`src/rtl/load_unit_ctrl_if.sv`:
```
// Load unit bus bundle: load request, data-memory read port and load response.
// Ports:
//   ld_valid/ld_ready/addr/funct3  load request handshake from the MEM stage
//   mem_req/mem_addr/mem_ack/mem_rdata  word read port to data memory
//   rsp_valid/rsp_data/split  load result and split-access indicator
// slave = the load unit, master = requester plus memory (testbench side).
interface load_unit_ctrl_if;
    logic        ld_valid;
    logic        ld_ready;
    logic [31:0] addr;
    logic [2:0]  funct3;
    logic        mem_req;
    logic [31:0] mem_addr;
    logic        mem_ack;
    logic [31:0] mem_rdata;
    logic        rsp_valid;
    logic [31:0] rsp_data;
    logic        split;

    modport slave (
        input  ld_valid, addr, funct3, mem_ack, mem_rdata,
        output ld_ready, mem_req, mem_addr, rsp_valid, rsp_data, split
    );

    modport master (
        output ld_valid, addr, funct3, mem_ack, mem_rdata,
        input  ld_ready, mem_req, mem_addr, rsp_valid, rsp_data, split
    );
endinterface

```
`src/rtl/load_unit_ctrl.sv`:
```
// Sequential RV32I load path: accepts one load, issues one or two word-aligned
// reads (two when the access straddles a word boundary), then extracts and
// sign/zero-extends the result.
// Ports:
//   clk    rising-edge clock
//   reset  synchronous active-high reset
//   bus    load_unit_ctrl_if.slave (request, memory read port, response)
module load_unit_ctrl (
    input logic            clk,
    input logic            reset,
    load_unit_ctrl_if.slave bus
);

    localparam logic [2:0] F3_LB  = 3'b000;
    localparam logic [2:0] F3_LH  = 3'b001;
    localparam logic [2:0] F3_LW  = 3'b010;
    localparam logic [2:0] F3_LBU = 3'b100;
    localparam logic [2:0] F3_LHU = 3'b101;

    typedef enum logic [1:0] {IDLE, RD0, RD1, DONE} state_t;

    state_t      state;
    logic [31:0] addr_q;
    logic [2:0]  funct3_q;
    logic [31:0] w0_q;

    function automatic logic f3_valid(input logic [2:0] f);
        return (f == F3_LB) || (f == F3_LH) || (f == F3_LW) ||
               (f == F3_LBU) || (f == F3_LHU);
    endfunction

    // A half straddles only at offset 3; a word straddles at any non-zero offset.
    function automatic logic needs_split(input logic [2:0] f, input logic [1:0] off);
        case (f)
            F3_LH, F3_LHU: return off == 2'b11;
            F3_LW:         return off != 2'b00;
            default:       return 1'b0;
        endcase
    endfunction

    // Shift the two-word window down to the addressed byte, then size/extend.
    function automatic logic [31:0] extract(input logic [2:0] f, input logic [1:0] off,
                                            input logic [31:0] w1, input logic [31:0] w0);
        logic [63:0] sh;
        sh = {w1, w0} >> {off, 3'b000};
        case (f)
            F3_LB:   return {{24{sh[7]}}, sh[7:0]};
            F3_LBU:  return {24'h0, sh[7:0]};
            F3_LH:   return {{16{sh[15]}}, sh[15:0]};
            F3_LHU:  return {16'h0, sh[15:0]};
            F3_LW:   return sh[31:0];
            default: return 32'h0;
        endcase
    endfunction

    // Control FSM with registered outputs; ack is only honoured in RD0/RD1.
    always_ff @(posedge clk) begin
        if (reset) begin
            state         <= IDLE;
            addr_q        <= 32'h0;
            funct3_q      <= 3'b000;
            w0_q          <= 32'h0;
            bus.ld_ready  <= 1'b1;
            bus.mem_req   <= 1'b0;
            bus.mem_addr  <= 32'h0;
            bus.rsp_valid <= 1'b0;
            bus.rsp_data  <= 32'h0;
            bus.split     <= 1'b0;
        end else begin
            case (state)
                IDLE: begin
                    if (bus.ld_valid) begin
                        addr_q       <= bus.addr;
                        funct3_q     <= bus.funct3;
                        bus.ld_ready <= 1'b0;
                        if (!f3_valid(bus.funct3)) begin
                            bus.rsp_data  <= 32'h0;
                            bus.rsp_valid <= 1'b1;
                            state         <= DONE;
                        end else begin
                            bus.split    <= needs_split(bus.funct3, bus.addr[1:0]);
                            bus.mem_req  <= 1'b1;
                            bus.mem_addr <= {bus.addr[31:2], 2'b00};
                            state        <= RD0;
                        end
                    end
                end
                RD0: begin
                    if (bus.mem_ack) begin
                        w0_q <= bus.mem_rdata;
                        if (bus.split) begin
                            // Wraps modulo 2^32 at the top of the address space.
                            bus.mem_addr <= {addr_q[31:2], 2'b00} + 32'd4;
                            state        <= RD1;
                        end else begin
                            bus.mem_req   <= 1'b0;
                            bus.mem_addr  <= 32'h0;
                            bus.rsp_data  <= extract(funct3_q, addr_q[1:0], 32'h0, bus.mem_rdata);
                            bus.rsp_valid <= 1'b1;
                            state         <= DONE;
                        end
                    end
                end
                RD1: begin
                    if (bus.mem_ack) begin
                        bus.mem_req   <= 1'b0;
                        bus.mem_addr  <= 32'h0;
                        bus.rsp_data  <= extract(funct3_q, addr_q[1:0], bus.mem_rdata, w0_q);
                        bus.rsp_valid <= 1'b1;
                        state         <= DONE;
                    end
                end
                DONE: begin
                    bus.rsp_valid <= 1'b0;
                    bus.split     <= 1'b0;
                    bus.ld_ready  <= 1'b1;
                    state         <= IDLE;
                end
                default: state <= IDLE;
            endcase
        end
    end

endmodule
```
`src/flat_wrapper.sv`:
```
// flat-port wrapper written by rule: the top's interface ports become plain ports
module load_unit_ctrl_flat 
  (clk, reset, bus_ld_valid, bus_addr, bus_funct3, bus_mem_ack, bus_mem_rdata, bus_ld_ready, bus_mem_req, bus_mem_addr, bus_rsp_valid, bus_rsp_data, bus_split);
  load_unit_ctrl_if bus_i ();
  input logic clk;
  input logic reset;
  input wire logic [$bits(bus_i.ld_valid)-1:0] bus_ld_valid;
  input wire logic [$bits(bus_i.addr)-1:0] bus_addr;
  input wire logic [$bits(bus_i.funct3)-1:0] bus_funct3;
  input wire logic [$bits(bus_i.mem_ack)-1:0] bus_mem_ack;
  input wire logic [$bits(bus_i.mem_rdata)-1:0] bus_mem_rdata;
  output wire logic [$bits(bus_i.ld_ready)-1:0] bus_ld_ready;
  output wire logic [$bits(bus_i.mem_req)-1:0] bus_mem_req;
  output wire logic [$bits(bus_i.mem_addr)-1:0] bus_mem_addr;
  output wire logic [$bits(bus_i.rsp_valid)-1:0] bus_rsp_valid;
  output wire logic [$bits(bus_i.rsp_data)-1:0] bus_rsp_data;
  output wire logic [$bits(bus_i.split)-1:0] bus_split;
  assign bus_i.ld_valid = bus_ld_valid;
  assign bus_i.addr = bus_addr;
  assign bus_i.funct3 = bus_funct3;
  assign bus_i.mem_ack = bus_mem_ack;
  assign bus_i.mem_rdata = bus_mem_rdata;
  assign bus_ld_ready = bus_i.ld_ready;
  assign bus_mem_req = bus_i.mem_req;
  assign bus_mem_addr = bus_i.mem_addr;
  assign bus_rsp_valid = bus_i.rsp_valid;
  assign bus_rsp_data = bus_i.rsp_data;
  assign bus_split = bus_i.split;
  load_unit_ctrl u_core (.clk(clk), .reset(reset), .bus(bus_i));
endmodule
```
`config.mk`:
```
export PLATFORM = sky130hd
export DESIGN_NAME = load_unit_ctrl_flat
export DESIGN_NICKNAME = d
export VERILOG_FILES = /design/src/rtl/load_unit_ctrl_if.sv /design/src/rtl/load_unit_ctrl.sv /design/src/flat_wrapper.sv
export SDC_FILE = /design/constraint.sdc
export NUM_CORES = 1
export LEC_CHECK = 0
export ABC_AREA = 1
export BUFFER_PORTS_ARGS = -buffer_cell sky130_fd_sc_hd__buf_2
export CAP_MARGIN = 20
export CORE_MARGIN = 5
export CORE_UTILIZATION = 57
export CTS_CLUSTER_SIZE = 10
export DETAILED_ROUTE_END_ITERATION = 12
export HOLD_SLACK_MARGIN = 0.03
export PLACE_DENSITY = 0.86
export SLEW_MARGIN = 20
export SYNTH_ARGS = -nofsm -noshare
export SYNTH_HDL_FRONTEND = slang
export SYNTH_SLANG_ARGS = --single-unit
```
`constraint.sdc`:
```
create_clock -name clk -period 2 [get_ports clk]
set_input_delay 0.4 -clock clk [delete_from_list [all_inputs] [get_ports clk]]
set_output_delay 0.4 -clock clk [all_outputs]
set_load 0.03 [all_outputs]
```
==> results of run 1 <==
==> through the flow <==
| stage | hold WS, ns | power [mW] | setup slack, ns |
|---|---|---|---|
| 2_1_floorplan | 0.441 | 8.59 | 0.326 |
| 3_3_place_gp | 0.453 | 10.2 | 0.177 |
| 3_5_place_dp | 0.458 | 10.3 | 0.0541 |
| 4_1_cts | 0.240 | 13.4 | 0.0375 |
| 5_1_grt | 0.254 | 14.4 | 0.00373 |
| 6_report | 0.239 | 13.6 | 0.103 |
==> per-layer routing <==
metal  global-route usage [%]  share of wire [%]  wire (um)  vias up
met5                        0                  0          0        -
met4                     10.0                2.5        610        0
met3                     7.78                 10       2480       61
met2                     45.4                 45      10900      505
met1                     40.0                 42      10300     3898
li1                         -                  -          -     4227
==> power groups by stage <==
stage	clock, mW	sequential, mW	combinational [mW]
5_1_grt	3.23	4.10	7.09
3_5_place_dp	0	4.02	6.26
6_report	3.12	4.01	6.48
2_1_floorplan	0	4.61	3.99
3_3_place_gp	0	4.01	6.19
4_1_cts	3.11	3.98	6.30
==> flip-flops by register name, summed over array words and instances (netlist names) <==
| name | cells |
|---|---|
| u_core.bus.mem_req | 1 |
| u_core.bus.rsp_valid | 1 |
| u_core.bus.ld_ready | 1 |
| u_core.bus.rsp_data | 32 |
| u_core.w0_q | 32 |
| u_core.bus.split | 1 |
| u_core.state | 2 |
| u_core.addr_q | 32 |
| u_core.bus.mem_addr | 30 |
| u_core.funct3_q | 3 |
==> worst register-to-register path: stages, from the launching register on <==
cell and delay, ns:
dfxtp_2 0.34, inv_1 0.09, ha_1 0.23, buf_12 0.19, inv_2 0.08, nor2_4 0.27, nand3_1 0.17, nand2_1 0.16
inv_1 0.06, nand3_1 0.07, nand2_1 0.05, a21oi_1 0.11
==> area by class of cell <==
cell class                 count  area share, %
timing repair buffer         166           11.0
inverter                      88           3.67
tap                          176           2.40
clock inverter                11           1.36
clock buffer                  21           5.02
multi-input combinational    918           47.1
sequential                   135           29.5
==> worst paths after layout <==
path                                 from                 endpoint  slack [ns]  cells past startpoint
hold / removal           bus_mem_rdata[9]           u_core.w0_q[9]        0.24                      3
hold reg to reg   u_core.bus.rsp_data[10]  u_core.bus.rsp_data[10]        0.46                      2
setup reg to reg          u_core.state[0]  u_core.bus.rsp_data[25]        0.10                     11
setup / recovery          u_core.state[0]  u_core.bus.rsp_data[25]        0.10                     11
==> cell usage after synthesis (all sizes together) <==
| cell | count |
|---|---|
| a21o | 2 |
| a21oi | 155 |
| a221oi | 1 |
| a22oi | 1 |
| a31o | 1 |
| a31oi | 1 |
| and2 | 4 |
| buf | 39 |
| clkbuf | 33 |
| clkinv | 3 |
| conb | 1 |
| dfxtp | 135 |
| ha | 5 |
| inv | 85 |
| nand2 | 310 |
| nand3 | 129 |
| nand3b | 2 |
| nand4 | 8 |
| nor2 | 135 |
| nor3 | 5 |
| nor4 | 1 |
| o211ai | 3 |
| o21ai | 142 |
| o21bai | 2 |
| o221ai | 1 |
| o22ai | 3 |
| or2 | 3 |
| xnor2 | 2 |
==> cells by family (layout without fill, tap and decap cells) <==
| group | count (synthesis) | count (layout) |
|---|---|---|
| AO/OA/AOI/OAI | 312 | 312 |
| adder cells (fa/ha/maj) | 5 | 5 |
| AND/OR/NAND/NOR | 597 | 597 |
| buffers and inverters | 160 | 286 |
| flip-flops | 135 | 135 |
| XOR/XNOR | 2 | 2 |
| other | 1 | 2 |
==> timing repair <==
item	4_1_cts	5_1_grt
hold endpoints to repair	0	0
endpoints found under the setup margin	0	55
gates resized for setup	0	7
setup buffers	0	3
==> impl_metrics.csv, run 1 <==
group,metric,value,unit
critical_path,cpPeakStageDelay,0.34,ns
sta,rsz0062_at_grt,"no",
drt,drcViolationCount,0,
clock_tree,h-tree-depth,4,
global_route,grt_overflow_total,0,
power,sw_frac_of_total,45.4,%
placed_design,globalplace.congestion,0.992,
power,p_comb_share,47.6,%
logic_synthesis,synth_top_family_by_area,"simple AND/OR/NAND/NOR gates",
logic_synthesis,synthSimpleGateAreaFrac,33.6,%
clock_tree,hold_buffers,0,
die,floorplan.initialDensity,58.4,%
logic_synthesis,syn-instance-count,1212,
drt,drtIter0Drc,1081,
logic_synthesis,avgSynthCellArea,6.40,um2
status,status,"finished clean",
final_layout,antenna_cells,0,
global_route,grt_pass1_vias,7778,
sta,tns,0,ns
sta,maxSlewViolCount,0,
critical_path,required,2.36,ns
logic_synthesis,ys_warn_count,0,
final_layout,layout_commonest_cell,"nand2_1",
logic_synthesis,synth.largest_area_cell,"dfxtp_1",
die,die_area,16000,um2
placed_design,place_inst,1480,
logic_synthesis,synth_mux_area_share,0,%
power,peakVddDrop,0.00107,V
critical_path,endpoint_kind,"register",
final_layout,n_fill_cell,1195,
logic_synthesis,ys_seq_area_share,34.8,%
logic_synthesis,synth_cell_types,45,
global_route,grt_max_degree,74,
die,fp.coreArea,13300,um2
final_layout,fin_cells,1515,
die,die_w,127,um
final_layout,fin_util,69.0,%
clock_tree,cts_tree,"done",
critical_path,critPathKind,"reg2reg",
drt,vias,8691,
power,p_int,7.43,mW
final_layout,fin_nets,1402,
critical_path,path_cells,"inv_1 > ha_1 > buf_12 > inv_2 > nor2_4 > nand3_1 > nand2_1 > inv_1 > nand3_1 > nand2_1 > a21oi_1",
logic_synthesis,ys_ff_latch,135,
critical_path,crit_slowest_cell,"dfxtp_2",
critical_path,path_buf_inv,4,
critical_path,startpoint_type,"register",
clock_tree,clkTransAtPathRegs,0.06,ns
clock_tree,cts_made_buffers,17,
critical_path,cp.arrival,2.26,ns
hold_path,min_path_type,"in2reg",
clock_tree,numClockSinks,135,
logic_synthesis,synth-adder-area-share,0.806,%
sta,worstMarginPinSlew,0.749,ns
die,boundaryPins,139,
sta,fmax,0.527,GHz
die,die_y,127,um
final_layout,multi_input_area,4320,um2
die,rows,42,
global_route,grt_antenna_before_repair,0,
global_route,grtUsageTotal,29.4,%
flow_run,maxCapViolations,0,
power,p_clk_share,22.9,%
drt,wire_per_inst,16.0,um
logic_synthesis,ys_top_cells_by_area,"dfxtp_1 (35%), nand2_1 (15%), a21oi_1 (10%)",
sta,fin_crit_sh,94.9,%
critical_path,crit_path_max_fanout,23,
final_layout,syn2layout_area_growth,18.2,%
placed_design,hpwlAfterDp,17.3,mm
power,power_frac_seq,29.5,%
final_layout,stdcell_area,9170,um2
final_layout,ff_latch_area,2710,um2
placed_design,io_buffers,136,
sta,report.final.setup_viol,0,
sta,relSlewSlack,50.0,%
drt,viasPerCell,5.74,
sta,hold_viol,0,
drt,ant_nets,0,
critical_path,critPathTopFamily,"simple AND/OR/NAND/NOR gates",
clock_tree,insertion_delay,0.43,ns
logic_synthesis,synthesis.area,7760,um2
drt,drt_wl_total,24.3,mm
logic_synthesis,synth-compound-area-share,20.8,%
clock_tree,clockBufferDepth,2,
final_layout,layout_common_cells,"nand2_1 (304), a21oi_1 (155), buf_2 (136)",
placed_design,placed_area,8520,um2
final_layout,drive_gt1_share,18.1,%
power,switching_power,6.18,mW
power,p_leak,4.11,nW
logic_synthesis,yosys.area_share.xor_xnor,0.226,%
clock_tree,cts_root_buf,"clkbuf_16",
logic_synthesis,synth_top_area_share,34.8,%
power,power_density,1480,nW/um2
sta,fin_skew,0.00789,ns
global_route,grt_pass1_wl,38.8,mm
sta,period_needed,1.90,ns
drt,drtPass1Iterations,6,
(Power assumes the default switching activity.)
==> run 2: changes to the inputs <==
--- a/config.mk
+++ b/config.mk
@@ -8,6 +8,7 @@
 export ABC_AREA = 1
 export BUFFER_PORTS_ARGS = -buffer_cell sky130_fd_sc_hd__buf_2
 export CAP_MARGIN = 20
+export CORE_ASPECT_RATIO = 0.6
 export CORE_MARGIN = 5
 export CORE_UTILIZATION = 57
 export CTS_CLUSTER_SIZE = 10
==> impl_metrics.csv, run 2 (synthesis results as in run 1) <==
group,metric,value,unit
global_route,grt_pass1_vias,7859,
drt,vias,8863,
placed_design,globalplace.congestion,1.02,
sta,fmax,0.523,GHz
sta,maxSlewViolCount,0,
critical_path,critPathKind,"reg2reg",
die,die_w,161,um
sta,fin_crit_sh,95.7,%
final_layout,top_regs,"u_core.addr_q x32, u_core.bus.rsp_data x32, u_core.w0_q x32",
sta,hold_viol,0,
clock_tree,clockBufferDepth,2,
drt,drtPass1Iterations,6,
drt,drcViolationCount,0,
clock_tree,cts_root_buf,"clkbuf_16",
global_route,grt_antenna_before_repair,0,
drt,viasPerCell,5.83,
die,boundaryPins,139,
hold_path,min_from,"bus_addr[15]",
die,floorplan.initialDensity,57.5,%
final_layout,n_fill_cell,1185,
critical_path,endpoint_kind,"register",
final_layout,layout_common_cells,"nand2_1 (304), a21oi_1 (155), buf_2 (136)",
critical_path,r2r_setup_slack,0.09,ns
critical_path,required,2.35,ns
final_layout,ff_latch_area,2710,um2
critical_path,rr_startpoint,"u_core.state[0]",
clock_tree,clkTransAtPathRegs,0.07,ns
critical_path,startpoint_type,"register",
global_route,grt_overflow_total,0,
critical_path,cp.arrival,2.26,ns
final_layout,drive_gt1_share,18.5,%
critical_path,setup.worst_path.start,"u_core.state[0]",
global_route,grt_pass1_wl,41.2,mm
placed_design,placed_area,8560,um2
placed_design,io_buffers,136,
clock_tree,cts_made_buffers,17,
clock_tree,cts_tree,"done",
global_route,grt_max_degree,107,
status,status,"finished clean",
hold_path,min_path_type,"in2reg",
critical_path,crit_path_max_fanout,6,
sta,period_needed,1.91,ns
die,fp.coreArea,13500,um2
die,die_y,100,um
final_layout,syn2layout_area_growth,18.4,%
sta,fin_skew,0.0123,ns
die,die_area,16100,um2
sta,report.final.setup_viol,0,
power,peakVddDrop,0.00101,V
sta,worstMarginPinSlew,0.725,ns
final_layout,stdcell_area,9190,um2
drt,wire_per_inst,17.2,um
final_layout,fin_nets,1408,
final_layout,antenna_cells,0,
final_layout,fin_util,68.0,%
drt,drt_wl_total,26.1,mm
power,power_density,1500,nW/um2
global_route,grtUsageTotal,31.5,%
clock_tree,insertion_delay,0.42,ns
sta,relSlewSlack,51.6,%
drt,drtIter0Drc,1278,
final_layout,layout_commonest_cell,"nand2_1",
clock_tree,hold_buffers,0,
flow_run,maxCapViolations,0,
clock_tree,numClockSinks,135,
power,p_leak,4.13,nW
die,rows,33,
placed_design,hpwlAfterDp,18.5,mm
final_layout,multi_input_area,4310,um2
clock_tree,h-tree-depth,4,
drt,ant_nets,0,
==> run 2: cell type report <==
type / instances / share of cell area [%]
clock buffers: 17 / 4.63
clock inverters: 15 / 1.70
inverters: 88 / 3.64
multi-input cells: 918 / 46.9
flip-flops and latches: 135 / 29.5
well taps: 175 / 2.38
repair buffers: 172 / 11.3
==> run 2: worst paths after layout <==
| path | to | depth (start not counted) |
|---|---|---|
| setup / recovery | u_core.bus.rsp_data[16] | 10 |
| setup reg to reg | u_core.bus.rsp_data[16] | 10 |
| hold / removal | u_core.addr_q[15] | 3 |
| hold reg to reg | u_core.bus.rsp_data[16] | 2 |
==> run 2: power by group <==
| group | total (mW) | leakage, nW | switching [mW] | internal (mW) |
|---|---|---|---|---|
| logic | 6.65 | 2.75 | 4.56 | 2.09 |
| clock network | 3.15 | 0.278 | 1.38 | 1.76 |
| registers | 4.01 | 1.11 | 0.557 | 3.45 |
==> run 2: worst max-delay path: stages (launching register included) <==
cell and delay, ns:
dfxtp_2 0.34, inv_1 0.09, ha_1 0.28, nand2_1 0.12
nand3b_1 0.36, buf_4 0.25, nor2_1 0.08, a21oi_1 0.05
nand3_1 0.11, nand2_1 0.07, a21oi_1 0.11
==> run 2: repair_timing <==
item                                    in CTS  in global routing
buffers inserted                             0                  4
endpoints found under the setup margin       0                 28
gates resized for setup                      0                  5
==> run 2: layer usage <==
metal	vias up	wire length [um]	global-route usage, %
met3	26	3890	11.3
li1	4249	-	-
met1	3977	12000	48.1
met2	609	9940	41.9
met4	2	244	6.28
met5	-	42	2.12
==> run 2: stage by stage <==
stage | worst slack (ns) | instances | hold slack, ns | power, mW | setup TNS [ns]
floorplan | 0.326 | 1213 | 0.441 | 8.59 | 0
global placement | 0.162 | 1484 | 0.450 | 10.3 | 0
detailed placement | 0.0330 | 1484 | 0.459 | 10.4 | 0
CTS | 0.00457 | 1516 | 0.249 | 13.5 | 0
global route | -0.00411 | 1520 | 0.258 | 14.6 | -0.00689
finish | 0.0865 | 1520 | 0.251 | 13.8 | 0
